## src/rtl/minmax_pkg.sv

```systemverilog
// Shared constants and FSM encoding for the min/max scan sequencer.
// MINMAX_INDEX_EN (see minmax_scan_ctrl) adds first-occurrence index outputs.
package minmax_pkg;

    localparam int DATA_W_DEF = 8;
    localparam int ADDR_W_DEF = 4;
    localparam int LEN_W_DEF  = ADDR_W_DEF + 1;

    typedef logic [1:0] state_t;

    localparam state_t ST_IDLE  = 2'd0;
    localparam state_t ST_SCAN  = 2'd1;
    localparam state_t ST_DRAIN = 2'd2;
    localparam state_t ST_FIN   = 2'd3;

endpackage

```

## src/rtl/minmax_accum.sv

```systemverilog
// Running min/max accumulator; *_nxt expose the value including the current sample.
// With MINMAX_INDEX_EN it also tracks the address of the first min/max occurrence.
module minmax_accum
    import minmax_pkg::*;
#(
    parameter int DATA_W = DATA_W_DEF
`ifdef MINMAX_INDEX_EN
    ,
    parameter int ADDR_W = ADDR_W_DEF
`endif
) (
    input  logic              clk,
    input  logic              rst_n,
    input  logic              init,
    input  logic              smp_vld,
    input  logic [DATA_W-1:0] smp_data,
`ifdef MINMAX_INDEX_EN
    input  logic [ADDR_W-1:0] smp_idx,
    output logic [ADDR_W-1:0] min_idx_nxt,
    output logic [ADDR_W-1:0] max_idx_nxt,
`endif
    output logic [DATA_W-1:0] min_nxt,
    output logic [DATA_W-1:0] max_nxt
);

    logic [DATA_W-1:0] run_min_q, run_min_d;
    logic [DATA_W-1:0] run_max_q, run_max_d;
`ifdef MINMAX_INDEX_EN
    logic [ADDR_W-1:0] min_idx_q, min_idx_d;
    logic [ADDR_W-1:0] max_idx_q, max_idx_d;
`endif

    // Strict compares: a tie never replaces the earlier sample.
    always_comb begin
        run_min_d = run_min_q;
        run_max_d = run_max_q;
`ifdef MINMAX_INDEX_EN
        min_idx_d = min_idx_q;
        max_idx_d = max_idx_q;
`endif
        if (init) begin
            run_min_d = '1;
            run_max_d = '0;
`ifdef MINMAX_INDEX_EN
            min_idx_d = '0;
            max_idx_d = '0;
`endif
        end else if (smp_vld) begin
            if (smp_data < run_min_q) begin
                run_min_d = smp_data;
`ifdef MINMAX_INDEX_EN
                min_idx_d = smp_idx;
`endif
            end
            if (smp_data > run_max_q) begin
                run_max_d = smp_data;
`ifdef MINMAX_INDEX_EN
                max_idx_d = smp_idx;
`endif
            end
        end
    end

    always_ff @(posedge clk or negedge rst_n) begin
        if (!rst_n) begin
            run_min_q <= '1;
            run_max_q <= '0;
`ifdef MINMAX_INDEX_EN
            min_idx_q <= '0;
            max_idx_q <= '0;
`endif
        end else begin
            run_min_q <= run_min_d;
            run_max_q <= run_max_d;
`ifdef MINMAX_INDEX_EN
            min_idx_q <= min_idx_d;
            max_idx_q <= max_idx_d;
`endif
        end
    end

    assign min_nxt = run_min_d;
    assign max_nxt = run_max_d;
`ifdef MINMAX_INDEX_EN
    assign min_idx_nxt = min_idx_d;
    assign max_idx_nxt = max_idx_d;
`endif

endmodule

```

## src/rtl/minmax_scan_ctrl.sv

```systemverilog
// Scan sequencer: reads len samples over a 1-cycle-latency RAM port, reports min/max with done.
// Define MINMAX_INDEX_EN to add min_idx/max_idx outputs.
module minmax_scan_ctrl
    import minmax_pkg::*;
#(
    parameter int DATA_W = DATA_W_DEF,
    parameter int ADDR_W = ADDR_W_DEF,
    parameter int LEN_W  = ADDR_W + 1
) (
    input  logic              clk,
    input  logic              rst_n,
    input  logic              start,
    input  logic [LEN_W-1:0]  len,
    input  logic              abort,
    output logic              rd_en,
    output logic [ADDR_W-1:0] rd_addr,
    input  logic [DATA_W-1:0] rd_data,
    output logic              busy,
    output logic              done,
    output logic              empty,
`ifdef MINMAX_INDEX_EN
    output logic [ADDR_W-1:0] min_idx,
    output logic [ADDR_W-1:0] max_idx,
`endif
    output logic [DATA_W-1:0] min_val,
    output logic [DATA_W-1:0] max_val
);

    localparam logic [LEN_W-1:0] MAX_LEN = LEN_W'(2 ** ADDR_W);

    state_t            state_q, state_d;
    logic [LEN_W-1:0]  len_q, len_d, addr_q, addr_d, len_clamp;
    logic              vld_q;
    logic              empty_q, empty_d;
    logic [DATA_W-1:0] min_q, min_d, max_q, max_d, acc_min, acc_max;
    logic              accept, last_addr, load_res;
`ifdef MINMAX_INDEX_EN
    logic [ADDR_W-1:0] idx_q, acc_min_idx, acc_max_idx;
    logic [ADDR_W-1:0] min_idx_q, min_idx_d, max_idx_q, max_idx_d;
`endif

    assign len_clamp = (len > MAX_LEN) ? MAX_LEN : len;
    assign accept    = (state_q == ST_IDLE) && start && !abort;
    assign last_addr = (addr_q == len_q - LEN_W'(1));
    // The final sample lands during DRAIN, so results are taken from the accumulator's next value.
    assign load_res  = (state_q == ST_DRAIN) && !abort;

    always_ff @(posedge clk or negedge rst_n) begin
        if (!rst_n) state_q <= ST_IDLE;
        else        state_q <= state_d;
    end

    always_comb begin
        state_d = state_q;
        case (state_q)
            ST_IDLE:  if (accept) state_d = (len_clamp == '0) ? ST_FIN : ST_SCAN;
            ST_SCAN:  if (abort) state_d = ST_IDLE;
                      else if (last_addr) state_d = ST_DRAIN;
            ST_DRAIN: state_d = abort ? ST_IDLE : ST_FIN;
            ST_FIN:   state_d = ST_IDLE;
            default:  state_d = ST_IDLE;
        endcase
    end

    always_comb begin
        rd_en   = (state_q == ST_SCAN);
        rd_addr = rd_en ? addr_q[ADDR_W-1:0] : '0;
        busy    = (state_q == ST_SCAN) || (state_q == ST_DRAIN);
        done    = (state_q == ST_FIN);
    end

    always_comb begin
        len_d   = len_q;
        addr_d  = addr_q;
        empty_d = empty_q;
        min_d   = min_q;
        max_d   = max_q;
`ifdef MINMAX_INDEX_EN
        min_idx_d = min_idx_q;
        max_idx_d = max_idx_q;
`endif
        if (accept) begin
            len_d  = len_clamp;
            addr_d = '0;
            if (len_clamp == '0) empty_d = 1'b1;
        end
        if (state_q == ST_SCAN) addr_d = addr_q + LEN_W'(1);
        if (load_res) begin
            empty_d = 1'b0;
            min_d   = acc_min;
            max_d   = acc_max;
`ifdef MINMAX_INDEX_EN
            min_idx_d = acc_min_idx;
            max_idx_d = acc_max_idx;
`endif
        end
    end

    always_ff @(posedge clk or negedge rst_n) begin
        if (!rst_n) begin
            len_q   <= '0;
            addr_q  <= '0;
            vld_q   <= 1'b0;
            empty_q <= 1'b0;
            min_q   <= '0;
            max_q   <= '0;
`ifdef MINMAX_INDEX_EN
            idx_q     <= '0;
            min_idx_q <= '0;
            max_idx_q <= '0;
`endif
        end else begin
            len_q   <= len_d;
            addr_q  <= addr_d;
            vld_q   <= rd_en;
            empty_q <= empty_d;
            min_q   <= min_d;
            max_q   <= max_d;
`ifdef MINMAX_INDEX_EN
            idx_q     <= rd_addr;
            min_idx_q <= min_idx_d;
            max_idx_q <= max_idx_d;
`endif
        end
    end

    minmax_accum #(
        .DATA_W (DATA_W)
`ifdef MINMAX_INDEX_EN
        ,
        .ADDR_W (ADDR_W)
`endif
    ) u_accum (
        .clk         (clk),
        .rst_n       (rst_n),
        .init        (accept),
        .smp_vld     (vld_q),
        .smp_data    (rd_data),
`ifdef MINMAX_INDEX_EN
        .smp_idx     (idx_q),
        .min_idx_nxt (acc_min_idx),
        .max_idx_nxt (acc_max_idx),
`endif
        .min_nxt     (acc_min),
        .max_nxt     (acc_max)
    );

    assign empty   = empty_q;
    assign min_val = min_q;
    assign max_val = max_q;
`ifdef MINMAX_INDEX_EN
    assign min_idx = min_idx_q;
    assign max_idx = max_idx_q;
`endif

endmodule

```

## config.mk

```make
export PLATFORM = sky130hd
export DESIGN_NAME = minmax_scan_ctrl
export DESIGN_NICKNAME = d
export VERILOG_FILES = /design/src/rtl/minmax_pkg.sv /design/src/rtl/minmax_accum.sv /design/src/rtl/minmax_scan_ctrl.sv
export SDC_FILE = /design/constraint.sdc
export NUM_CORES = 1
export LEC_CHECK = 0
export ABC_CLOCK_PERIOD_IN_PS = 1900
export BUFFER_PORTS_ARGS = -buffer_cell sky130_fd_sc_hd__buf_2
export CAP_MARGIN = 10
export CORE_UTILIZATION = 45
export CTS_CLUSTER_SIZE = 28
export DETAILED_ROUTE_END_ITERATION = 7
export GPL_TIMING_DRIVEN = 0
export PLACE_DENSITY = 0.66
export REMOVE_ABC_BUFFERS = 1
export SLEW_MARGIN = 5
export SYNTH_ARGS = -nofsm -noshare
export SYNTH_HDL_FRONTEND = slang
export SYNTH_HIERARCHICAL = 1
export SYNTH_SLANG_ARGS = --single-unit
```

## constraint.sdc

```tcl
create_clock -name clk -period 1.9 [get_ports clk]
set_input_delay 0.475 -clock clk [delete_from_list [all_inputs] [get_ports clk]]
set_output_delay 0.475 -clock clk [all_outputs]
set_load 0.02 [all_outputs]
```

# Yosys cells after proc, flatten, opt, wreduce, memory -nomap -nowiden
# Cells that the tools add are included.
dict set report word_totals {
  regBits 46
  inputBits 17
  out_inout_bits 24
  wordCells 51
}
dict set report classes {
  n_addsub 2
  n_lt_le_gt_ge 3
  eq_ne 6
  muxes 19
  n_reduce_logical 12
}
# operator n
set ops {}
lappend ops {{$mux W8} 6}
lappend ops {{$mux W5} 3}
lappend ops {{$mux W2} 5}
lappend ops {{$gt A8 B8 Y1} 1}
lappend ops {{$lt A8 B8 Y1} 1}
lappend ops {{$pmux W2 S4} 1}
lappend ops {{$reduce_bool A2 Y1} 3}
lappend ops {{$add A5 B1 Y5 const B} 1}
lappend ops {{$eq A5 B5 Y1} 1}
lappend ops {{$gt A5 B5 Y1 const B} 1}
lappend ops {{$logic_not A5 Y1} 1}
lappend ops {{$sub A5 B1 Y5 const B} 1}
lappend ops {{$eq A2 B2 Y1 const B} 2}
lappend ops {{$mux W4} 1}
lappend ops {{$reduce_and A2 Y1} 2}
lappend ops {{$logic_and A1 B1 Y1} 3}
lappend ops {{$mux W1} 3}
lappend ops {{$ne A3 B2 Y1 const B} 1}
lappend ops {{$eq A2 B1 Y1 const B} 1}
lappend ops {{$logic_not A2 Y1} 1}
lappend ops {{$ne A2 B2 Y1 const B} 1}
lappend ops {{$logic_not A1 Y1} 1}
lappend ops {{$logic_or A1 B1 Y1} 1}

# Depth between registers and ports, before layout
# Gate-level depths: netlist of run 1.
dict set report depth {
  word_depth 6
  mapped_depth 10
  depth_no_buf 8
}

# Hierarchy
# Netlist of run 1, hierarchy kept.
# mod instances cells_per_inst area_per_inst_um2 seq_area_each_um2
set by_module_without_submodules {}
lappend by_module_without_submodules {minmax_scan_ctrl 1 127 1453.9 750.7}
lappend by_module_without_submodules {minmax_accum 1 122 1119.8 410.4}

# Worst setup path before layout of run 1
# Ideal clock, no wire load.
dict set report synth_path {
  kind {input to register}
  start {input rd_data[7]}
  end {register max_q[7] (netlist: max_val[7])}
  setup_time_ns 0.125
  arrival_ns 1.992
  required_time_ns 1.775
  path_slack_ns -0.216
  path_stages 6
  n_path_buf 0
  cell_sequence {ha_1 > a21o_2 > a311oi_1 > a211oi_4 > mux2i_1 > mux2_2}
}
dict set report synth_between {
  elab_chain_len 4
}
# item line
set synth_rtl {}
lappend synth_rtl {{from (decl)} minmax_scan_ctrl.sv:17} ;# input logic [DATA_W-1:0] rd_data,
lappend synth_rtl {{$gt A8 B8 Y1} minmax_accum.sv:55} ;# if (smp_data > run_max_q) begin
lappend synth_rtl {{$mux W8 (*)} minmax_accum.sv:55}
lappend synth_rtl {{$mux W8 (*)} minmax_accum.sv:48} ;# end else if (smp_vld) begin
lappend synth_rtl {{$mux W8 (*)} minmax_accum.sv:41} ;# if (init) begin
lappend synth_rtl {{named net acc_max[7]} minmax_scan_ctrl.sv:35} ;# logic [DATA_W-1:0] min_q, min_d, max_q, max_d, acc_min, acc_max;
lappend synth_rtl {{to (signal assigned)} minmax_scan_ctrl.sv:118} ;# max_q <= max_d;
lappend synth_rtl {{to (decl)} minmax_scan_ctrl.sv:35}
# The timed path passes the listed nets; every way through them passes the cells marked *.
# A chain may end at the register's enable or synchronous reset.

# Worst setup path in the final report of run 1
dict set report layout_path {
  start {register u_accum.run_max_q[5]}
  end {register max_q[6] (netlist: max_val[6])}
}
dict set report layout_between {
  elab_chain_len 4
}
# item line
set layout_rtl {}
lappend layout_rtl {{from (decl)} minmax_accum.sv:27} ;# logic [DATA_W-1:0] run_max_q, run_max_d;
lappend layout_rtl {{from (signal assigned)} minmax_accum.sv:74} ;# run_max_q <= run_max_d;
lappend layout_rtl {{$gt A8 B8 Y1} minmax_accum.sv:55}
lappend layout_rtl {{$mux W8} minmax_accum.sv:55}
lappend layout_rtl {{$mux W8} minmax_accum.sv:48}
lappend layout_rtl {{$mux W8} minmax_accum.sv:41}
lappend layout_rtl {{named net acc_max[6]} minmax_scan_ctrl.sv:35}
# The timed path passes the listed nets, and every way through them passes these cells.

==> metrics.cfg, run 1 <==
[power]
p_sw_share_pct = 39.7
p_leak_nw = 1.57
intPower_mw = 3.46
ir_drop_uv = 998
clkPwrFrac_pct = 12.5
power_frac_comb_pct = 56.3
p_sw_mw = 2.28
powerDensity_mw_per_mm2 = 1630
p_seq_share_pct = 31.2

[setup_path]
worstPathRequired_ps = 2080
cp_slowest_cell = dfrtp_1
crit_fanout = 8
critPathBufInv = 2
worstSetupStartpointType = flop
arrival_ps = 2190
slowest_delay_ps = 410
rr_worst_depth = 8
crit_type = flop to flop
end_kind = flop
crit_cells = 8
worst_path_dominant_cell_family = compound AO/OA/AOI/OAI gates
critical_path.cell_chain = inv_2 > ha_4 > a21o_1 > a311oi_2 > a211oi_4 > buf_12 > mux2i_1 > mux2_2

[outcome]
violations = negative setup slack
status = complete, but fails checks

[route]
ant_nets = 0
dr.pass1.iters = 4
vias_per_cell = 5.12
drtIter0Drc = 45
wl_um = 5760
post-route-drc-count = 0
wire_per_inst_um = 15.1
dr_total_vias = 1956

[placement]
io_buffers = 40
dp_hpwl_um = 3530
gp_congestion = 0.815

[die]
ios = 41
die_w_um = 77.6
dieArea_mm2 = 0.00603
coreArea_mm2 = 0.00551
start_util_pct = 46.7
fp-row-count = 27
die_h_um = 77.6

[logic_synthesis]
netlist_instances = 249
synth_area_mm2 = 0.00257
synth-edff-count = 0
synth_area_leader_cell = dfrtp_1
synth-main-ff-cell = dfrtp_1
yosysWarnings = 6
async_reset_ff_share_pct = 100
yosysSeqAreaShare_pct = 45.1
synth_area_leaders = dfrtp_1 (37%), ha_1 (11%), dfstp_2 (8.2%)
synth-seq-cells = 46
synth_area_per_cell_um2 = 10.3
ys_top_cells_by_count = dfrtp_1 (38), nand2_1 (28), inv_1 (23)
synth_cell_types = 37
synth_top_area_share_pct = 36.9
yosysMostFrequentCell = dfrtp_1

[sta]
worst_slack_ps = -104
report.final.slew_viol_count = 0
finClkSkew_ps = 11.4
fin_crit_sh_pct = 105
slew-limit-headroom_pct = 32.4
hold_violations = 0
maxClockFrequency_ghz = 0.499
period_needed_ps = 2000
whs_ps = 342
setup_viol_count_final = 15
tightest_slew_ps = 1010
rsz0062_at_grt = yes

[clocking]
htreeDepth = 2
cts.sinks = 46
cts_root_buf = clkbuf_8
max-clock-path-buffers = 2
cts-buffers-inserted = 5
insertion_delay_ps = 300
cts_tree = yes
cts.clk_slew.worst_paths_ps = 90
ctsHoldBuffers = 0

[grt]
grt_start_max_net_pins = 47
grt_remaining_overflow = 0
grt_pass1_wl_um = 9210
antenna_found_initial = 0
grtUsageTotal_pct = 19.6
grt_pass1_vias = 1990

[finish]
fin_util_pct = 63.8
area_delta_synth_final_pct = 36.5
layout-drive-gt1-share_pct = 48.7
antennaDiodeCount = 0
final_nets = 348

[run]
max_cap_viol_count = 0

[hold_path]
hp-class = primary input to asynchronous set/reset pin

-- sequential cells by signal, indices dropped and copies added, names as in the netlist --
register,flops
u_accum/run_min_q,8
min_val,8
len_q,5
empty,1
state_q,2
addr_q,5
u_accum/run_max_q,8
max_val,8
vld_q,1
-- repair_timing --
action,CTS,global route
cloned,1,0
setup endpoints to repair,42,22
pin swaps,9,11
buffers inserted,12,10
resized for setup,31,47
-- kinds of logic after synthesis --
group                      Yosys count  share of synthesized area (%)
AOI/OAI and AO/OA                   29                           7.63
xor gates and xnor gates             9                           3.06
adders and majority gates           22                           10.7
buffers and inverters               31                           4.62
DFF                                 46                           45.1
muxes                               36                           14.9
and+or+nand+nor                     76                           14.0
-- layout by cell type (no fill, tap or decap), types with 5 or more instances in the layout --
cell type	synthesis	final
buf_12	0	5
clkbuf_8	0	5
ha_4	0	9
inv_2	0	7
inv_1	23	14
nor2_1	21	6
dfstp_2	8	8
nand2_1	28	28
xnor2_1	7	7
buf_2	2	40
mux2i_2	0	6
mux2i_1	18	10
dfrtp_1	38	38
nor2_2	0	12
mux2_2	17	14
o21ai_0	14	11
buf_4	0	12
ha_1	22	12
-- power by group through the flow --
stage	clock network [mW]	logic, mW	registers (mW)
CTS	0.730	2.73	1.75
finish	0.716	3.24	1.79
floorplan	0	1.51	1.90
detailed placement	0	2.24	1.77
global route	0.762	3.53	1.85
global placement	0	2.16	1.76
-- path summary, 6_finish.rpt --
check / from / endpoint / slack [ps]
worst max-delay path: u_accum/run_max_q[5] / max_val[6] / -100
worst min-delay path: rst_n / addr_q[1] / 340
worst max register to register: u_accum/run_max_q[5] / max_val[6] / -100
worst min register to register: min_val[4] / min_val[4] / 500
max in group asynchronous: rst_n / max_val[7] / 930
min in group clk: len[1] / len_q[1] / 430
-- routing by layer --
| metal | track usage [%] | up-vias | wire [um] |
|---|---|---|---|
| met5 | 0 | - | 0 |
| met1 | 25.8 | 946 | 2660 |
| met4 | 6.98 | 0 | 80 |
| li1 | - | 961 | - |
| met2 | 31.3 | 41 | 2760 |
| met3 | 4.71 | 8 | 264 |
-- final cells by class --
class / instances / area [um2]
clock inverters: 1 / 30.0
repair buffers: 60 / 424
inverters: 23 / 93.8
clock buffers: 7 / 76.3
flip-flops and latches: 46 / 1160
multi-input cells: 172 / 1630
repair inverters: 1 / 7.51
fillers: 442 / 1990
well taps: 72 / 90.1
-- through the flow --
step | total power [mW] | setup slack [ps] | cell area, um2 | setup TNS (ps) | cells
3_3_place_gp | 3.92 | -724 | 2830 | -17300 | 353
2_1_floorplan | 3.41 | -259 | 2540 | -3020 | 241
3_5_place_dp | 4.00 | -784 | 2850 | -15460 | 354
4_1_cts | 5.21 | -103 | 3230 | -672 | 373
6_report | 5.74 | -104 | 3510 | -866 | 382
5_1_grt | 6.14 | -156 | 3510 | -2040 | 382
No activity file was read; power rests on OpenSTA's default activity.
==> inputs of run 2 (changes only) <==
--- a/config.mk
+++ b/config.mk
@@ -5,6 +5,7 @@
 export SDC_FILE = /design/constraint.sdc
 export NUM_CORES = 1
 export LEC_CHECK = 0
+export ABC_AREA = 1
 export ABC_CLOCK_PERIOD_IN_PS = 1900
 export BUFFER_PORTS_ARGS = -buffer_cell sky130_fd_sc_hd__buf_2
 export CAP_MARGIN = 10
==> run 2 against run 1 <==
The run now ends clean. Combinational power fell by 7.7%. Via count rose by 18%. Flip-flop and latch count did not move. Cell count rose by 24%. Sequential power barely moved.
==> metrics.cfg, run 2 <==
[outcome]
status = finished clean

[grt]
antenna_found_initial = 0  ; unchanged
grt_pass1_wl_um = 9360  ; +1.7%
grtUsageTotal_pct = 19.2  ; -0.37 points
grt_start_max_net_pins = 47  ; unchanged
grt_pass1_vias = 2091  ; +5.1%
grt_remaining_overflow = 0  ; unchanged

[setup_path]
crit_fanout = 5  ; -3
worstSetupStartpointType = flop
crit_path_start = u_accum/run_min_q[7]
arrival_ps = 2060  ; -130 ps
crit_type = flop to flop
rr_worst_depth = 10  ; +2
reg2reg_from = u_accum/run_min_q[7]
end_kind = flop
worstPathRequired_ps = 2140  ; +60 ps

[power]
ir_drop_uv = 698  ; -30%
clkPwrFrac_pct = 13.7  ; +1.2 points
p_sw_mw = 2.49  ; +9.1%
p_leak_nw = 1.87  ; +19%
powerDensity_mw_per_mm2 = 1720  ; +5.1%
intPower_mw = 3.08  ; -11%
p_sw_share_pct = 44.7  ; +5.0 points
total_power_mw = 5.56  ; -3.2%
power_frac_comb_pct = 53.8  ; -2.5 points
p_seq_share_pct = 32.5  ; +1.3 points

[die]
die_h_um = 79.5  ; +2.5%
fp-row-count = 27  ; unchanged
ios = 41  ; unchanged
die_w_um = 79.5  ; +2.5%
dieArea_mm2 = 0.00633  ; +5.0%
start_util_pct = 47.9  ; +1.2 points
coreArea_mm2 = 0.00564  ; +2.5%

[sta]
whs_ps = 341  ; -0.692 ps
slew-limit-headroom_pct = 33.3  ; +0.93 points
tightest_slew_ps = 1000  ; -14.0 ps
report.final.slew_viol_count = 0  ; unchanged
fin_crit_sh_pct = 96.0  ; -9.5 points
setup_tns_ps = 0  ; +866 ps
period_needed_ps = 1820  ; -180 ps
worst_slack_ps = 75.9  ; +180 ps
finClkSkew_ps = 8.25  ; -3.12 ps
hold_violations = 0  ; unchanged
setup_viol_count_final = 0  ; -15
maxClockFrequency_ghz = 0.548  ; +9.8%

[logic_synthesis]
synth-main-ff-cell = dfrtp_1
synth-seq-cells = 46  ; unchanged
yosysMostFrequentCell = nand2_1
synth_area_per_cell_um2 = 7.77  ; -25%
netlist_instances = 348  ; +40%
ys_top_cells_by_count = nand2_1 (121), inv_1 (43), dfrtp_1 (38)
synth-edff-count = 0  ; unchanged
synth_top_area_share_pct = 35.2  ; -1.8 points
yosysSeqAreaShare_pct = 42.9  ; -2.2 points
async_reset_ff_share_pct = 100  ; unchanged
synth_area_leader_cell = dfrtp_1
synth_area_mm2 = 0.00271  ; +5.1%
synth_cell_types = 29  ; -22%
yosysWarnings = 6  ; unchanged
synth_area_leaders = dfrtp_1 (35%), nand2_1 (17%), ha_1 (10%)

[placement]
numPlacedInstances = 454  ; +28%
pre_cts_ws_ps = -135  ; +649 ps
gp_congestion = 0.817  ; +0.22%
io_buffers = 40  ; unchanged
dp_hpwl_um = 3850  ; +9.3%
placed_cell_area_mm2 = 0.00295  ; +3.6%

[route]
wl_um = 5780  ; +0.33%
ant_nets = 0  ; unchanged
dr.pass1.iters = 4  ; unchanged
post-route-drc-count = 0  ; unchanged
wire_per_inst_um = 12.2  ; -19%
drtIter0Drc = 99  ; +120%
vias_per_cell = 4.87  ; -4.9%
dr_total_vias = 2308  ; +18%

[run]
max_cap_viol_count = 0  ; unchanged

[clocking]
max-clock-path-buffers = 2  ; unchanged
cts.clk_slew.worst_paths_ps = 80  ; about the same
cts.sinks = 46  ; unchanged
htreeDepth = 2  ; unchanged
cts_root_buf = clkbuf_8
cts-buffers-inserted = 5  ; unchanged
cts_tree = yes
insertion_delay_ps = 300  ; about the same

[finish]
final_cell_mix = nand2_1 (120), inv_1 (41), buf_2 (41), dfrtp_1 (38), nand3_1 (24)
final_nets = 440  ; +26%
area_delta_synth_final_pct = 19.7
fillCellCount = 514  ; +16%
antennaDiodeCount = 0  ; unchanged
final_cell_area_mm2 = 0.00324  ; -7.8%
fin_util_pct = 57.4  ; -6.4 points
final_common_cell = nand2_1
final_cells = 474  ; +24%
layout-drive-gt1-share_pct = 27.9  ; -21 points

[hold_path]
hp-class = primary input to asynchronous set/reset pin

==> run 2: changes by cell type in the layout (fill, tap and decap cells not counted), moves of 7 or more <==
cell,delta
a21oi_1,+10
ha_1,+9
ha_4,-8
inv_1,+27
mux2_2,-14
mux2i_1,-10
nand2_1,+92
nand3_1,+22
nand3_2,+7
nor2_1,+12
nor2_2,-7
xnor2_1,-7
==> run 2: power by group through the flow <==
| stage | combinational (mW) | sequential [mW] | clock, mW |
|---|---|---|---|
| 2_1_floorplan | 1.85 | 1.98 | 0 |
| 3_3_place_gp | 2.63 | 1.81 | 0 |
| 3_5_place_dp | 2.69 | 1.82 | 0 |
| 4_1_cts | 2.78 | 1.81 | 0.791 |
| 5_1_grt | 3.38 | 1.88 | 0.825 |
| 6_report | 2.99 | 1.81 | 0.763 |
==> run 2: logic make-up after synthesis <==
group,after synthesis,synth area share [%]
and+or+nand+nor,188,30.4
adders and majority gates,22,10.2
AOI/OAI and AO/OA,31,7.08
buffers and inverters,61,9.44
DFF,46,42.9
==> run 2: path summary, 6_finish.rpt <==
kind,endpoint,slack [ps]
min in group clk,len_q[3],410
max,min_val[6],80
max reg2reg,min_val[6],80
max in group asynchronous,max_val[7],930
min,max_val[6],340
min reg2reg,max_val[3],480
==> run 2: area by class of cell <==
| cell class | count | area, um2 | area share, % |
|---|---|---|---|
| inverters | 55 | 210 | 6.49 |
| clock buffers | 7 | 86.3 | 2.67 |
| flip-flops and latches | 46 | 1160 | 35.9 |
| well taps | 72 | 90.1 | 2.78 |
| multi-input cells | 241 | 1350 | 41.6 |
| clock inverters | 1 | 30.0 | 0.927 |
| repair buffers | 52 | 313 | 9.66 |
==> run 2: worst max-delay path: stages (launching register included) <==
cell,delay [ps]
dfstp_2,540
inv_1,40
ha_1,290
a21oi_2,160
o21ai_2,90
nor2_4,170
buf_4,130
nand3_1,70
nand3_1,110
nand2_1,80
nand2_1,80
==> run 2: repair_timing <==
item,in CTS,in global routing
hold buffers,0,0
pin swaps,1,6
buffers inserted,3,9
hold endpoints to repair,0,0
setup endpoints to repair,17,29
resized for setup,3,12
==> run 2: layer usage <==
metal	part of all wire [%]	routed length, um	global-route usage (%)
met1	46	2660	23.6
met2	50	2880	33.0
met3	3.7	212	4.11
met5	0	0	0
met4	0.47	27	6.91
==> inputs of run 3 (changes only) <==
--- a/config.mk
+++ b/config.mk
@@ -6,7 +6,7 @@
 export NUM_CORES = 1
 export LEC_CHECK = 0
 export ABC_AREA = 1
-export ABC_CLOCK_PERIOD_IN_PS = 1900
+export ABC_CLOCK_PERIOD_IN_PS = 1650
 export BUFFER_PORTS_ARGS = -buffer_cell sky130_fd_sc_hd__buf_2
 export CAP_MARGIN = 10
 export CORE_UTILIZATION = 45
==> constraint.sdc (replaced) <==
create_clock -name clk -period 1.65 [get_ports clk]
set_input_delay 0.4125 -clock clk [delete_from_list [all_inputs] [get_ports clk]]
set_output_delay 0.4125 -clock clk [all_outputs]
set_load 0.02 [all_outputs]
==> run 3 against run 2 <==
Sequential power increased by 18%. Non-clock buffer count is 12 higher. Via count grew 6.8%. Critical path depth is the same. Clock skew fell by 2.6 ps. Hold slack got worse by 62 ps. Design area is 16% higher. Highest routed layer unchanged. Die area did not move. The run now ends with negative setup slack left.
==> metrics.cfg, run 3 (same netlist as run 2, synthesis figures left out) <==
[outcome]
status = complete, but fails checks
violations = negative setup slack

[finish]
antennaDiodeCount = 0  ; unchanged
area_delta_synth_final_pct = 39.0
final_nets = 454  ; +3.2%
fillCellCount = 444  ; -14%
final_common_cell = nand2_1
final_cells = 488  ; +3.0%
layout-drive-gt1-share_pct = 46.9  ; +19 points
final_cell_mix = nand2_1 (102), dfrtp_1 (37), buf_2 (33), inv_1 (29)
final_cell_area_mm2 = 0.00376  ; +16%

[sta]
fin_crit_sh_pct = 110  ; +14 points
slew-limit-headroom_pct = 30.8  ; -2.5 points
worst_slack_ps = -158  ; -234 ps
report.final.slew_viol_count = 0  ; unchanged
setup_viol_count_final = 25  ; +25
maxClockFrequency_ghz = 0.553  ; +0.89%
finClkSkew_ps = 5.69  ; -2.56 ps
hold_violations = 0  ; unchanged
rsz0062_at_grt = yes
period_needed_ps = 1810  ; -16.1 ps
tightest_slew_ps = 1040  ; +37.7 ps

[power]
p_sw_share_pct = 45.8  ; +1.1 points
intPower_mw = 4.19  ; +36%
power_frac_comb_pct = 60.8  ; +7.0 points
p_sw_mw = 3.55  ; +43%
clkPwrFrac_pct = 11.5  ; -2.2 points
ir_drop_uv = 1040  ; +50%
p_leak_nw = 1.98  ; +5.5%
powerDensity_mw_per_mm2 = 2060  ; +20%
p_seq_share_pct = 27.7  ; -4.8 points

[die]
fp-row-count = 27  ; unchanged
coreArea_mm2 = 0.00564  ; unchanged
die_w_um = 79.5  ; unchanged
dieArea_mm2 = 0.00633  ; unchanged
die_h_um = 79.5  ; unchanged
start_util_pct = 47.9  ; unchanged
ios = 41  ; unchanged

[clocking]
max-clock-path-buffers = 2  ; unchanged
cts-buffers-inserted = 5  ; unchanged
cts.clk_slew.worst_paths_ps = 90  ; about the same
insertion_delay_ps = 300  ; about the same
htreeDepth = 2  ; unchanged
ctsHoldBuffers = 0  ; unchanged
cts_tree = yes
cts.sinks = 46  ; unchanged
cts_root_buf = clkbuf_8

[route]
wl_um = 7050  ; +22%
drtIter0Drc = 108  ; +9.1%
vias_per_cell = 5.05  ; +3.7%
wire_per_inst_um = 14.4  ; +18%
ant_nets = 0  ; unchanged
dr.pass1.iters = 4  ; unchanged
post-route-drc-count = 0  ; unchanged
dr_total_vias = 2465  ; +6.8%

[hold_path]
hp-class = primary input to asynchronous set/reset pin

[grt]
grtUsageTotal_pct = 21.4  ; +2.2 points
grt_pass1_vias = 2321  ; +11%
grt_remaining_overflow = 0  ; unchanged
antenna_found_initial = 0  ; unchanged
grt_start_max_net_pins = 47  ; unchanged
grt_pass1_wl_um = 10400  ; +11%

[placement]
numPlacedInstances = 454  ; unchanged
dp_hpwl_um = 3850  ; unchanged
gp_congestion = 0.817  ; unchanged
placed_cell_area_mm2 = 0.00295  ; unchanged
io_buffers = 40  ; unchanged

[setup_path]
arrival_ps = 2010  ; -50 ps
crit_fanout = 8  ; +3
end_kind = flop
worstSetupStartpointType = flop
crit_type = flop to flop
worstPathRequired_ps = 1850  ; -290 ps

[run]
max_cap_viol_count = 0  ; unchanged

## run 3: changes by cell type in the layout (fill, tap and decap cells not counted), sizes merged
cell,delta
nand2,+2
buf,+12
## run 3: through the flow
step	hold slack (ps)	TNS (ps)	worst slack [ps]	util, %	power (mW)
3_3_place_gp	457	-6820	-299	52.2	5.11
2_1_floorplan	117	-310	-38.8	-	4.41
4_1_cts	321	-834	-97.8	60.1	6.79
5_1_grt	342	-4090	-240	66.7	8.26
6_report	279	-1970	-158	66.7	7.74
3_5_place_dp	460	-7380	-322	52.2	5.19
## run 3: path summary, 6_finish.rpt
| kind | to | depth (start not counted) | slack [ps] | start |
|---|---|---|---|---|
| hold / removal | max_val[6] | 1 | 280 | rst_n |
| max in group asynchronous | state_q[0] | 1 | 660 | rst_n |
| min in group clk | len_q[3] | 3 | 340 | len[3] |
| hold reg to reg | max_val[3] | 2 | 480 | max_val[3] |
| setup / recovery | min_val[6] | 10 | -160 | u_accum/run_min_q[5] |
| setup reg to reg | min_val[6] | 10 | -160 | u_accum/run_min_q[5] |
## run 3: layout make-up
cell class                 instances  area [um2]  area share (%)
inverter                          55         215            5.72
multi-input combinational        243        1730            46.0
timing repair buffer              64         448            11.9
clock buffer                       7        86.3            2.30
sequential                        46        1160            30.9
tap                               72        90.1            2.40
clock inverter                     1        30.0           0.798
## run 3: layer usage
| layer | wire, um | global-route usage (%) | part of all wire [%] | vias to the layer above |
|---|---|---|---|---|
| met2 | 3680 | 38.9 | 52 | 63 |
| li1 | - | - | - | 1224 |
| met4 | 110 | 7.27 | 1.6 | 0 |
| met1 | 2950 | 24.8 | 42 | 1168 |
| met3 | 311 | 4.23 | 4.4 | 10 |
| met5 | 0 | 0 | 0 | - |
## run 3: timing repair
item | CTS | global route
gates cloned | 2 | 0
buffers inserted | 15 | 9
endpoints found under the setup margin | 39 | 39
resized for setup | 49 | 70
hold endpoints to repair | 0 | 0
pin swaps | 18 | 21
## run 3: power groups by stage
stage               combinational (mW)  clock [mW]  sequential, mW
global route                      5.10       0.947            2.22
finish                            4.70       0.892            2.14
detailed placement                3.10           0            2.09
global placement                  3.02           0            2.09
CTS                               3.78       0.910            2.10
floorplan                         2.12           0            2.29
## run 3: worst max-delay path, stage by stage, from the launching register on
cell and delay (ps):
dfstp_2 550, inv_2 40, ha_4 210, a21oi_2 170, o21ai_2 100, nor2_4 180
nand2_4 130, nand2_2 100, nand3_2 90, nand2_2 100, nand2_1 50
